===== config.mk =====
export PLATFORM = sky130hd
export DESIGN_NAME = wb_single_master_flat
export DESIGN_NICKNAME = d
export VERILOG_FILES = /design/src/rtl/wb_single_master_if.sv /design/src/rtl/wb_single_master.sv /design/src/flat_wrapper.sv
export SDC_FILE = /design/constraint.sdc
export NUM_CORES = 1
export LEC_CHECK = 0
export BUFFER_PORTS_ARGS = -buffer_cell sky130_fd_sc_hd__buf_2
export CAP_MARGIN = 20
export CELL_PAD_IN_SITES_DETAIL_PLACEMENT = 1
export CELL_PAD_IN_SITES_GLOBAL_PLACEMENT = 1
export CORE_ASPECT_RATIO = 2
export CORE_MARGIN = 3
export CORE_UTILIZATION = 37
export CTS_CLUSTER_SIZE = 10
export DETAILED_ROUTE_END_ITERATION = 7
export PLACE_DENSITY_LB_ADDON = 0.1
export SETUP_SLACK_MARGIN = 0.2
export SLEW_MARGIN = 30
export SYNTH_ARGS = -nofsm -noshare
export SYNTH_HDL_FRONTEND = slang
export SYNTH_SLANG_ARGS = --single-unit

===== constraint.sdc =====
create_clock -name clk_i -period 3.5 [get_ports clk_i]
set_input_delay 0.525 -clock clk_i [delete_from_list [all_inputs] [get_ports clk_i]]
set_output_delay 0.525 -clock clk_i [all_outputs]
set_load 0.02 [all_outputs]

===== src/rtl/wb_single_master_if.sv =====
// ---------------------------------------------------------------------------
// wb_single_master_if
//   Wishbone classic-pipelined bus bundle between a single master and its
//   slave/interconnect. Signal names keep the master's point of view
//   (_o = driven by the master, _i = driven by the slave).
//
//   master modport : drives cyc/stb/we/adr/sel/dat_o, samples dat_i/ack/err/rty/stall
//   slave  modport : the mirror image
// ---------------------------------------------------------------------------
interface wb_single_master_if #(
  parameter int ADDR_WIDTH = 8
) ();

  logic                  wb_cyc_o;
  logic                  wb_stb_o;
  logic                  wb_we_o;
  logic [ADDR_WIDTH-1:0] wb_adr_o;
  logic [3:0]            wb_sel_o;
  logic [31:0]           wb_dat_o;
  logic [31:0]           wb_dat_i;
  logic                  wb_ack_i;
  logic                  wb_err_i;
  logic                  wb_rty_i;
  logic                  wb_stall_i;

  modport master (
    output wb_cyc_o,
    output wb_stb_o,
    output wb_we_o,
    output wb_adr_o,
    output wb_sel_o,
    output wb_dat_o,
    input  wb_dat_i,
    input  wb_ack_i,
    input  wb_err_i,
    input  wb_rty_i,
    input  wb_stall_i
  );

  modport slave (
    input  wb_cyc_o,
    input  wb_stb_o,
    input  wb_we_o,
    input  wb_adr_o,
    input  wb_sel_o,
    input  wb_dat_o,
    output wb_dat_i,
    output wb_ack_i,
    output wb_err_i,
    output wb_rty_i,
    output wb_stall_i
  );

endinterface


===== src/rtl/wb_single_master.sv =====
// ---------------------------------------------------------------------------
// wb_single_master
//   Turns a one-shot host request into exactly one Wishbone classic-pipelined
//   transaction, with stall handling, err/rty/ack responses, bounded retry
//   and a per-attempt response timeout. One transaction outstanding at most.
//
// Parameters
//   ADDR_WIDTH : host / WB byte address width
//   TIMEOUT    : cycles per attempt (from first stb cycle) before abort, >= 2
//   MAX_RETRY  : rty responses tolerated before giving up (0 = no retry)
//
// Ports
//   clk_i, rst_i        : clock, asynchronous active-high reset
//   req_i               : start request, only looked at while idle
//   we_i/adr_i/dat_i/sel_i : request fields, latched together with req_i
//   busy_o              : transaction in progress
//   done_o              : one-cycle completion pulse
//   status_o            : 00 ok, 01 err, 10 retry exhausted, 11 timeout
//   rdata_o             : read data from the most recent read ack
//   wb                  : Wishbone master modport
// ---------------------------------------------------------------------------
module wb_single_master #(
  parameter int ADDR_WIDTH = 8,
  parameter int TIMEOUT    = 255,
  parameter int MAX_RETRY  = 3
) (
  input  logic                  clk_i,
  input  logic                  rst_i,
  input  logic                  req_i,
  input  logic                  we_i,
  input  logic [ADDR_WIDTH-1:0] adr_i,
  input  logic [31:0]           dat_i,
  input  logic [3:0]            sel_i,
  output logic                  busy_o,
  output logic                  done_o,
  output logic [1:0]            status_o,
  output logic [31:0]           rdata_o,
  wb_single_master_if.master    wb
);

  // Timeout counter never needs to hold more than TIMEOUT-1; keep at least 8 bits.
  localparam int TW = (TIMEOUT > 256) ? $clog2(TIMEOUT) : 8;
  localparam int RW = (MAX_RETRY > 0) ? $clog2(MAX_RETRY + 1) : 1;

  localparam logic [TW-1:0] TMO_LAST = TW'(TIMEOUT - 1);
  localparam logic [RW-1:0] RTY_MAX  = RW'(MAX_RETRY);

  localparam logic [1:0] STAT_OK  = 2'b00;
  localparam logic [1:0] STAT_ERR = 2'b01;
  localparam logic [1:0] STAT_RTY = 2'b10;
  localparam logic [1:0] STAT_TMO = 2'b11;

  typedef enum logic [1:0] {
    S_IDLE    = 2'd0,
    S_REQ     = 2'd1,
    S_WAIT    = 2'd2,
    S_BACKOFF = 2'd3
  } state_e;

  state_e state_q, state_d;

  // Latched request
  logic                  we_q,  we_d;
  logic [ADDR_WIDTH-1:0] adr_q, adr_d;
  logic [31:0]           dat_q, dat_d;
  logic [3:0]            sel_q, sel_d;

  // Attempt bookkeeping
  logic [RW-1:0]         retry_q, retry_d;
  logic [TW-1:0]         tmo_q,   tmo_d;

  // Registered outputs
  logic                  cyc_q,    cyc_d;
  logic                  stb_q,    stb_d;
  logic                  busy_q,   busy_d;
  logic                  done_q,   done_d;
  logic [1:0]            status_q, status_d;
  logic [31:0]           rdata_q,  rdata_d;

  // Decisions taken by the next-state logic
  logic                  fin_s;
  logic [1:0]            fin_code_s;
  logic                  latch_s;
  logic                  retry_s;
  logic                  rd_capture_s;

  // State register
  always_ff @(posedge clk_i or posedge rst_i) begin
    if (rst_i) begin
      state_q <= S_IDLE;
    end else begin
      state_q <= state_d;
    end
  end

  // Next state: responses are only meaningful in REQ/WAIT (cyc=1);
  // err beats rty beats ack, and any response beats the timeout.
  always_comb begin
    state_d      = state_q;
    fin_s        = 1'b0;
    fin_code_s   = STAT_OK;
    latch_s      = 1'b0;
    retry_s      = 1'b0;
    rd_capture_s = 1'b0;
    case (state_q)
      S_IDLE: begin
        if (req_i) begin
          state_d = S_REQ;
          latch_s = 1'b1;
        end else begin
          state_d = S_IDLE;
        end
      end
      S_REQ, S_WAIT: begin
        if (wb.wb_err_i) begin
          state_d    = S_IDLE;
          fin_s      = 1'b1;
          fin_code_s = STAT_ERR;
        end else if (wb.wb_rty_i) begin
          if (retry_q != RTY_MAX) begin
            state_d = S_BACKOFF;
            retry_s = 1'b1;
          end else begin
            state_d    = S_IDLE;
            fin_s      = 1'b1;
            fin_code_s = STAT_RTY;
          end
        end else if (wb.wb_ack_i) begin
          state_d      = S_IDLE;
          fin_s        = 1'b1;
          fin_code_s   = STAT_OK;
          rd_capture_s = ~we_q;
        end else if (tmo_q == TMO_LAST) begin
          state_d    = S_IDLE;
          fin_s      = 1'b1;
          fin_code_s = STAT_TMO;
        end else if ((state_q == S_REQ) && !wb.wb_stall_i) begin
          state_d = S_WAIT;
        end else begin
          state_d = state_q;
        end
      end
      S_BACKOFF: begin
        state_d = S_REQ;
      end
      default: begin
        state_d = S_IDLE;
      end
    endcase
  end

  // Request latch, retry counter and per-attempt timeout counter
  always_comb begin
    we_d    = we_q;
    adr_d   = adr_q;
    dat_d   = dat_q;
    sel_d   = sel_q;
    retry_d = retry_q;
    tmo_d   = {TW{1'b0}};
    if (latch_s) begin
      we_d    = we_i;
      adr_d   = adr_i;
      dat_d   = dat_i;
      sel_d   = sel_i;
      retry_d = {RW{1'b0}};
    end else if (retry_s) begin
      retry_d = retry_q + RW'(1'b1);
    end else begin
      retry_d = retry_q;
    end
    // Counter runs only while staying inside one attempt; entering REQ clears it.
    if (((state_q == S_REQ) || (state_q == S_WAIT)) &&
        ((state_d == S_REQ) || (state_d == S_WAIT))) begin
      tmo_d = tmo_q + TW'(1'b1);
    end else begin
      tmo_d = {TW{1'b0}};
    end
  end

  // Output decode: next values of the registered outputs follow state_d
  always_comb begin
    cyc_d  = (state_d == S_REQ) || (state_d == S_WAIT);
    stb_d  = (state_d == S_REQ);
    busy_d = (state_d != S_IDLE);
    done_d = fin_s;
    if (fin_s) begin
      status_d = fin_code_s;
    end else begin
      status_d = status_q;
    end
    if (rd_capture_s) begin
      rdata_d = wb.wb_dat_i;
    end else begin
      rdata_d = rdata_q;
    end
  end

  // Datapath and output registers
  always_ff @(posedge clk_i or posedge rst_i) begin
    if (rst_i) begin
      we_q     <= 1'b0;
      adr_q    <= {ADDR_WIDTH{1'b0}};
      dat_q    <= 32'h0000_0000;
      sel_q    <= 4'h0;
      retry_q  <= {RW{1'b0}};
      tmo_q    <= {TW{1'b0}};
      cyc_q    <= 1'b0;
      stb_q    <= 1'b0;
      busy_q   <= 1'b0;
      done_q   <= 1'b0;
      status_q <= 2'b00;
      rdata_q  <= 32'h0000_0000;
    end else begin
      we_q     <= we_d;
      adr_q    <= adr_d;
      dat_q    <= dat_d;
      sel_q    <= sel_d;
      retry_q  <= retry_d;
      tmo_q    <= tmo_d;
      cyc_q    <= cyc_d;
      stb_q    <= stb_d;
      busy_q   <= busy_d;
      done_q   <= done_d;
      status_q <= status_d;
      rdata_q  <= rdata_d;
    end
  end

  assign busy_o      = busy_q;
  assign done_o      = done_q;
  assign status_o    = status_q;
  assign rdata_o     = rdata_q;
  assign wb.wb_cyc_o = cyc_q;
  assign wb.wb_stb_o = stb_q;
  assign wb.wb_we_o  = we_q;
  assign wb.wb_adr_o = adr_q;
  assign wb.wb_sel_o = sel_q;
  assign wb.wb_dat_o = dat_q;

endmodule


===== src/flat_wrapper.sv =====
// flat-port wrapper written by rule: the top's interface ports become plain ports
module wb_single_master_flat 
#(
  parameter int ADDR_WIDTH = 8,
  parameter int TIMEOUT    = 255,
  parameter int MAX_RETRY  = 3
)
  (clk_i, rst_i, req_i, we_i, adr_i, dat_i, sel_i, busy_o, done_o, status_o, rdata_o, wb_wb_cyc_o, wb_wb_stb_o, wb_wb_we_o, wb_wb_adr_o, wb_wb_sel_o, wb_wb_dat_o, wb_wb_dat_i, wb_wb_ack_i, wb_wb_err_i, wb_wb_rty_i, wb_wb_stall_i);
  wb_single_master_if #(.ADDR_WIDTH(ADDR_WIDTH)) wb_i ();
  input  logic clk_i;
  input  logic rst_i;
  input  logic req_i;
  input  logic we_i;
  input  logic [ADDR_WIDTH-1:0] adr_i;
  input  logic [31:0] dat_i;
  input  logic [3:0] sel_i;
  output logic busy_o;
  output logic done_o;
  output logic [1:0] status_o;
  output logic [31:0] rdata_o;
  output wire logic [$bits(wb_i.wb_cyc_o)-1:0] wb_wb_cyc_o;
  output wire logic [$bits(wb_i.wb_stb_o)-1:0] wb_wb_stb_o;
  output wire logic [$bits(wb_i.wb_we_o)-1:0] wb_wb_we_o;
  output wire logic [$bits(wb_i.wb_adr_o)-1:0] wb_wb_adr_o;
  output wire logic [$bits(wb_i.wb_sel_o)-1:0] wb_wb_sel_o;
  output wire logic [$bits(wb_i.wb_dat_o)-1:0] wb_wb_dat_o;
  input wire logic [$bits(wb_i.wb_dat_i)-1:0] wb_wb_dat_i;
  input wire logic [$bits(wb_i.wb_ack_i)-1:0] wb_wb_ack_i;
  input wire logic [$bits(wb_i.wb_err_i)-1:0] wb_wb_err_i;
  input wire logic [$bits(wb_i.wb_rty_i)-1:0] wb_wb_rty_i;
  input wire logic [$bits(wb_i.wb_stall_i)-1:0] wb_wb_stall_i;
  assign wb_wb_cyc_o = wb_i.wb_cyc_o;
  assign wb_wb_stb_o = wb_i.wb_stb_o;
  assign wb_wb_we_o = wb_i.wb_we_o;
  assign wb_wb_adr_o = wb_i.wb_adr_o;
  assign wb_wb_sel_o = wb_i.wb_sel_o;
  assign wb_wb_dat_o = wb_i.wb_dat_o;
  assign wb_i.wb_dat_i = wb_wb_dat_i;
  assign wb_i.wb_ack_i = wb_wb_ack_i;
  assign wb_i.wb_err_i = wb_wb_err_i;
  assign wb_i.wb_rty_i = wb_wb_rty_i;
  assign wb_i.wb_stall_i = wb_wb_stall_i;
  wb_single_master #(.ADDR_WIDTH(ADDR_WIDTH), .TIMEOUT(TIMEOUT), .MAX_RETRY(MAX_RETRY)) u_core (.clk_i(clk_i), .rst_i(rst_i), .req_i(req_i), .we_i(we_i), .adr_i(adr_i), .dat_i(dat_i), .sel_i(sel_i), .busy_o(busy_o), .done_o(done_o), .status_o(status_o), .rdata_o(rdata_o), .wb(wb_i));
endmodule

Word-level counts from Yosys, hierarchy flattened. Cells that the tools add are included.

Bitwise gates (word level): 1. Eq/ne operators: 7. Add/sub/neg operators: 2. Mux-type cells: 33. Reductions and logical operators: 9.

Operators with widths (number): $mux 2 (14); $mux 1 (17); $add 8x1->8 const B (1); $eq 8x8->1 const B (1); $mux 8 (1); $eq 2x2->1 const B (3); $pmux 2 s3 (1); $eq 2x1->1 const B (2); $reduce_bool 2->1 (2); $add 2x1->2 const B (1); $logic_and 1x1->1 (2); $logic_not 2->1 (1); $logic_or 1x1->1 (2); $ne 2x2->1 const B (1); $reduce_or 2->1 (1); $logic_not 1->1 (1); $not 1->1 (1).

Flip-flop bits (word level): 95. Output and inout bits: 83. Word-level logic and storage cells: 65. Input port bits: 84.

Longest topological paths before layout.
Depth in word-level cells: 12. Gate-level depth with buffers: 9.

Worst setup path before layout. Ideal clock, no wire load.

Kind: reg-to-reg. From: reg u_core.state_q[0]. To: reg u_core.tmo_q[2]. Stages on the path, launching flop included: 9. Data arrival time: 1.962 ns. Library setup time: 0.125 ns. Path slack: 1.412 ns. Path buffers: 1. Cells stage by stage: dfrtp_1 -> inv_1 -> ha_1 -> buf_4 -> nand2b_4 -> or4_1 -> ha_1 -> nand2_1 -> nor2_1.

Cells in the longest elaborated chain, start to end: 12. Elaborated cells on any way between the ends: 18. Classes of those cells: eq/ne (5); mux (7); reduce/logical (6).

RTL lines: start: declaration (line wb_single_master.sv:60) `state_e state_q, state_d;`; start signal: assignment (line wb_single_master.sv:92) `state_q <= state_d;`; $eq 2x1->1 (line wb_single_master.sv:105, wb_single_master.sv:137); $logic_and 1x1->1 (line wb_single_master.sv:137) `end else if ((state_q == S_REQ) && !wb.wb_stall_i) begin`; $mux 2 (line wb_single_master.sv:137); $mux 2 (line wb_single_master.sv:133) `end else if (tmo_q == TMO_LAST) begin`; $mux 2 (line wb_single_master.sv:128) `end else if (wb.wb_ack_i) begin`; $mux 2 (line wb_single_master.sv:119) `end else if (wb.wb_rty_i) begin`; $mux 2 (line wb_single_master.sv:115) `if (wb.wb_err_i) begin`; $pmux 2 s3 (*) (line wb_single_master.sv:105) `case (state_q)`; $eq 2x1->1 / $eq 2x2->1 (equally long branches); $logic_or 1x1->1 (*); via u_core.cyc_d (line wb_single_master.sv:73) `logic cyc_q, cyc_d;`; $logic_and 1x1->1 (*) (line wb_single_master.sv:172) `if (((state_q == S_REQ) || (state_q == S_WAIT)) &&`; $mux 8 (*) (line wb_single_master.sv:172); via u_core.tmo_d[2] (line wb_single_master.sv:70) `logic [TW-1:0] tmo_q, tmo_d;`; end signal: assignment (line wb_single_master.sv:206) `tmo_q <= {TW{1'b0}};`; end signal: assignment (line wb_single_master.sv:219) `tmo_q <= tmo_d;`; end: declaration (line wb_single_master.sv:70).

The timed path passes the listed nets; every way through them passes the cells marked *. A chain may end at the register's enable or synchronous reset.

Final worst setup path.
From: reg u_core.state_q[0]. To: reg u_core.tmo_q[5].

The elaborated chain is that of the path after synthesis.

==> flow_summary.toml <==
[sta]
relSlewSlack_pct = 53.4
period_needed_ns = 2.40
max_clock_freq_mhz = 417
hold_violations = 0
setup_violations = 0
fin_worst_skew_ns = 0.00753
tightest_slew_ns = 0.698
fin_tns_setup_ns = 0
slew_violations = 0
rsz0062_at_grt = "no"
fin_crit_sh_pct = 68.6
finalWorstSetupSlack_ns = 1.10

[placement]
post-place-ws_ns = 1.09
hpwl_mm = 7.34
place_congestion = 0.839
placed_cells = 543
portBuffers = 166

[synthesis]
mappedNetlistNets = 343
synth_edf_count = 0
synth_seq_cells = 95
syn_area_per_cell_um2 = 15.3
synth_cells = 250
ys.flop_type = "dfrtp_1"
async_flop_share_pct = 100
netlist_area_um2 = 3810
yosysSeqAreaShare_pct = 62.3
synth_warnings = 0
synth.distinct_cells = 33

[clock_tree]
clock_sinks = 95
cts_hold_buf = 0
root_buffer = "clkbuf_16"
clock_latency_ns = 0.34
cts_setup_buffers = 0
cts_resized = 0
clk_pin_slew_ns = 0.07
cts_made_buffers = 9
cts_htree_levels = 3
cts_buffer_depth = 2
cts_tree = "yes"

[finish]
nets = 515
syn2layout_area_growth_pct = 33.2
postLayoutCoreUtil_pct = 51.4
n_antenna_cell = 0
drive_above_1_share_pct = 62.1
final_cells = 559
layout_common_cells = "buf_2 (166), dfrtp_1 (95), mux2_2 (74)"
layout_commonest_cell = "buf_2"

[worst_setup_path]
crit_end = "u_core.tmo_q[5]$_DFF_PP0_"
r2r_cells = 7
r2r_end = "u_core.tmo_q[5]$_DFF_PP0_"
cp_slowest_cell = "or4_1"
worst_r2r_startpoint = "u_core.state_q[0]$_DFF_PP0_"
slowest_delay_ns = 0.55
worst_ep_arrival_time_ns = 2.61
cp-end-kind = "flop"
rrSetupSlack_ns = 1.10
worstSetupStartpointType = "flop"
path_cells = "inv_1 > ha_1 > nand2b_4 > or4_1 > ha_1 > nand2_1 > nor2_1"
crit_required_ns = 3.71
cp_max_fo = 8
worstSetupStartpoint = "u_core.state_q[0]$_DFF_PP0_"
crit_type = "flop to flop"
cp_common_cell = "ha_1"

[floorplanning]
die_h_um = 150
start_util_pct = 38.6
core_area_um2 = 9890
ios = 167
core.rowCount = 51
die_w_um = 77.8
dieArea_um2 = 11600

[global_route]
grt_usage_pct = 17.1
grt_pass1_wl_mm = 15.2
overflow = 0
grt_max_degree = 58
grt_pass1_vias = 2978
antenna_found_initial = 0

[run_status]
status = "complete, no violations"

[drt]
drc = 0
drtIter0Drc = 79
wl_per_cell_um = 17.1
wl_mm = 9.55
vias = 2653
final_antenna_net_count = 0
via_per_inst = 4.75
dr.pass1.iters = 4

[run]
maxCapViolations = 0

[power]
vdd_drop_max_mv = 0.445
p_leak_nw = 2.53
power_density_nw_per_um2 = 942

[min_path]
hold_class = "primary input to async pin"
[final cells by class]
cell class / instances / area, µm²
clock inverter: 6 / 60.1
timing repair buffer: 169 / 853
sequential: 95 / 2380
fill: 1077 / 4810
tap: 132 / 165
inverter: 5 / 21.3
clock buffer: 10 / 239
multi-input combinational: 142 / 1360
[stage by stage]
| stage | area (µm²) | hold slack, ns | total power [W] |
|---|---|---|---|
| after floorplan | 3810 | 0.492 | 0.00312 |
| after global placement | 4780 | 0.465 | 0.00381 |
| after detailed placement | 4780 | 0.481 | 0.00387 |
| after CTS | 5080 | 0.325 | 0.00487 |
| after global routing | 5080 | 0.361 | 0.00510 |
| final | 5080 | 0.312 | 0.00479 |
[worst min-delay path by stage]
| stage | startpoint | to | slack (ns) |
|---|---|---|---|
| after detailed placement | u_core.rdata_o[23]$_DFFE_PP0P_ | u_core.rdata_o[23]$_DFFE_PP0P_ | 0.48 |
| after CTS | rst_i | u_core.done_o$_DFF_PP0_ | 0.33 |
| final | rst_i | u_core.done_o$_DFF_PP0_ | 0.31 |
| after global placement | u_core.rdata_o[23]$_DFFE_PP0P_ | u_core.rdata_o[23]$_DFFE_PP0P_ | 0.46 |
| after floorplan | u_core.tmo_q[0]$_DFF_PP0_ | u_core.tmo_q[0]$_DFF_PP0_ | 0.49 |
| after global routing | rst_i | u_core.wb.wb_dat_o[5]$_DFFE_PP0P_ | 0.36 |
[sequential cells by signal (all words and copies together), names as in the netlist, 2 cells and up]
register and flops:
u_core.retry_q 2, u_core.rdata_o 32, u_core.wb.wb_adr_o 8, u_core.status_o 2, u_core.wb.wb_sel_o 4, u_core.wb.wb_dat_o 32, u_core.tmo_q 8, u_core.state_q 2
[logic make-up (layout without fill, tap and decap cells)]
family	count (synthesis)	in the layout	synth area share, %
AOI/OAI and AO/OA	12	12	2.13
xor gates and xnor gates	7	7	1.61
adders and majority gates	9	9	2.95
buffers and inverters	13	190	2.10
DFF	95	95	62.3
muxes	79	79	23.3
and+or+nand+nor	35	35	5.61
[cell usage after synthesis (2+ instances only)]
cell	count	area, µm²
dfrtp_1	95	2380
mux2_2	74	833
nor2_1	12	45.0
ha_1	9	113
a21oi_1	5	25.0
inv_1	5	18.8
nand2_1	5	18.8
xor2_1	5	43.8
buf_2	4	20.0
buf_6	3	33.8
mux2_1	3	33.8
nand2b_1	3	18.8
nand3_1	3	15.0
mux2i_1	2	20.0
nor2b_1	2	12.5
o41ai_1	2	17.5
xnor2_1	2	17.5
[layer usage]
metal / wire length [µm] / vias to the layer above / global-route usage, %
li1: - / 1218 / -
met2: 5410 / 104 / 30.1
met4: 206 / 0 / 7.31
met3: 659 / 14 / 6.02
met1: 3280 / 1317 / 18.3
met5: 0 / - / 0
[where the power goes]
group	internal, W	switching, W
Sequential	0.00159	0.000239
Combinational	0.000810	0.00116
Clock	0.000569	0.000413
[critical path: cells and delay by family, from the launching register on]
| family | cells | cell delay [ns] |
|---|---|---|
| AND/OR/NAND/NOR | 4 | 0.99 |
| adder cells (fa/ha/maj) | 2 | 0.79 |
| flip-flops | 1 | 0.40 |
| buffers and inverters | 1 | 0.09 |
Power figures use the tool's default switching activity.
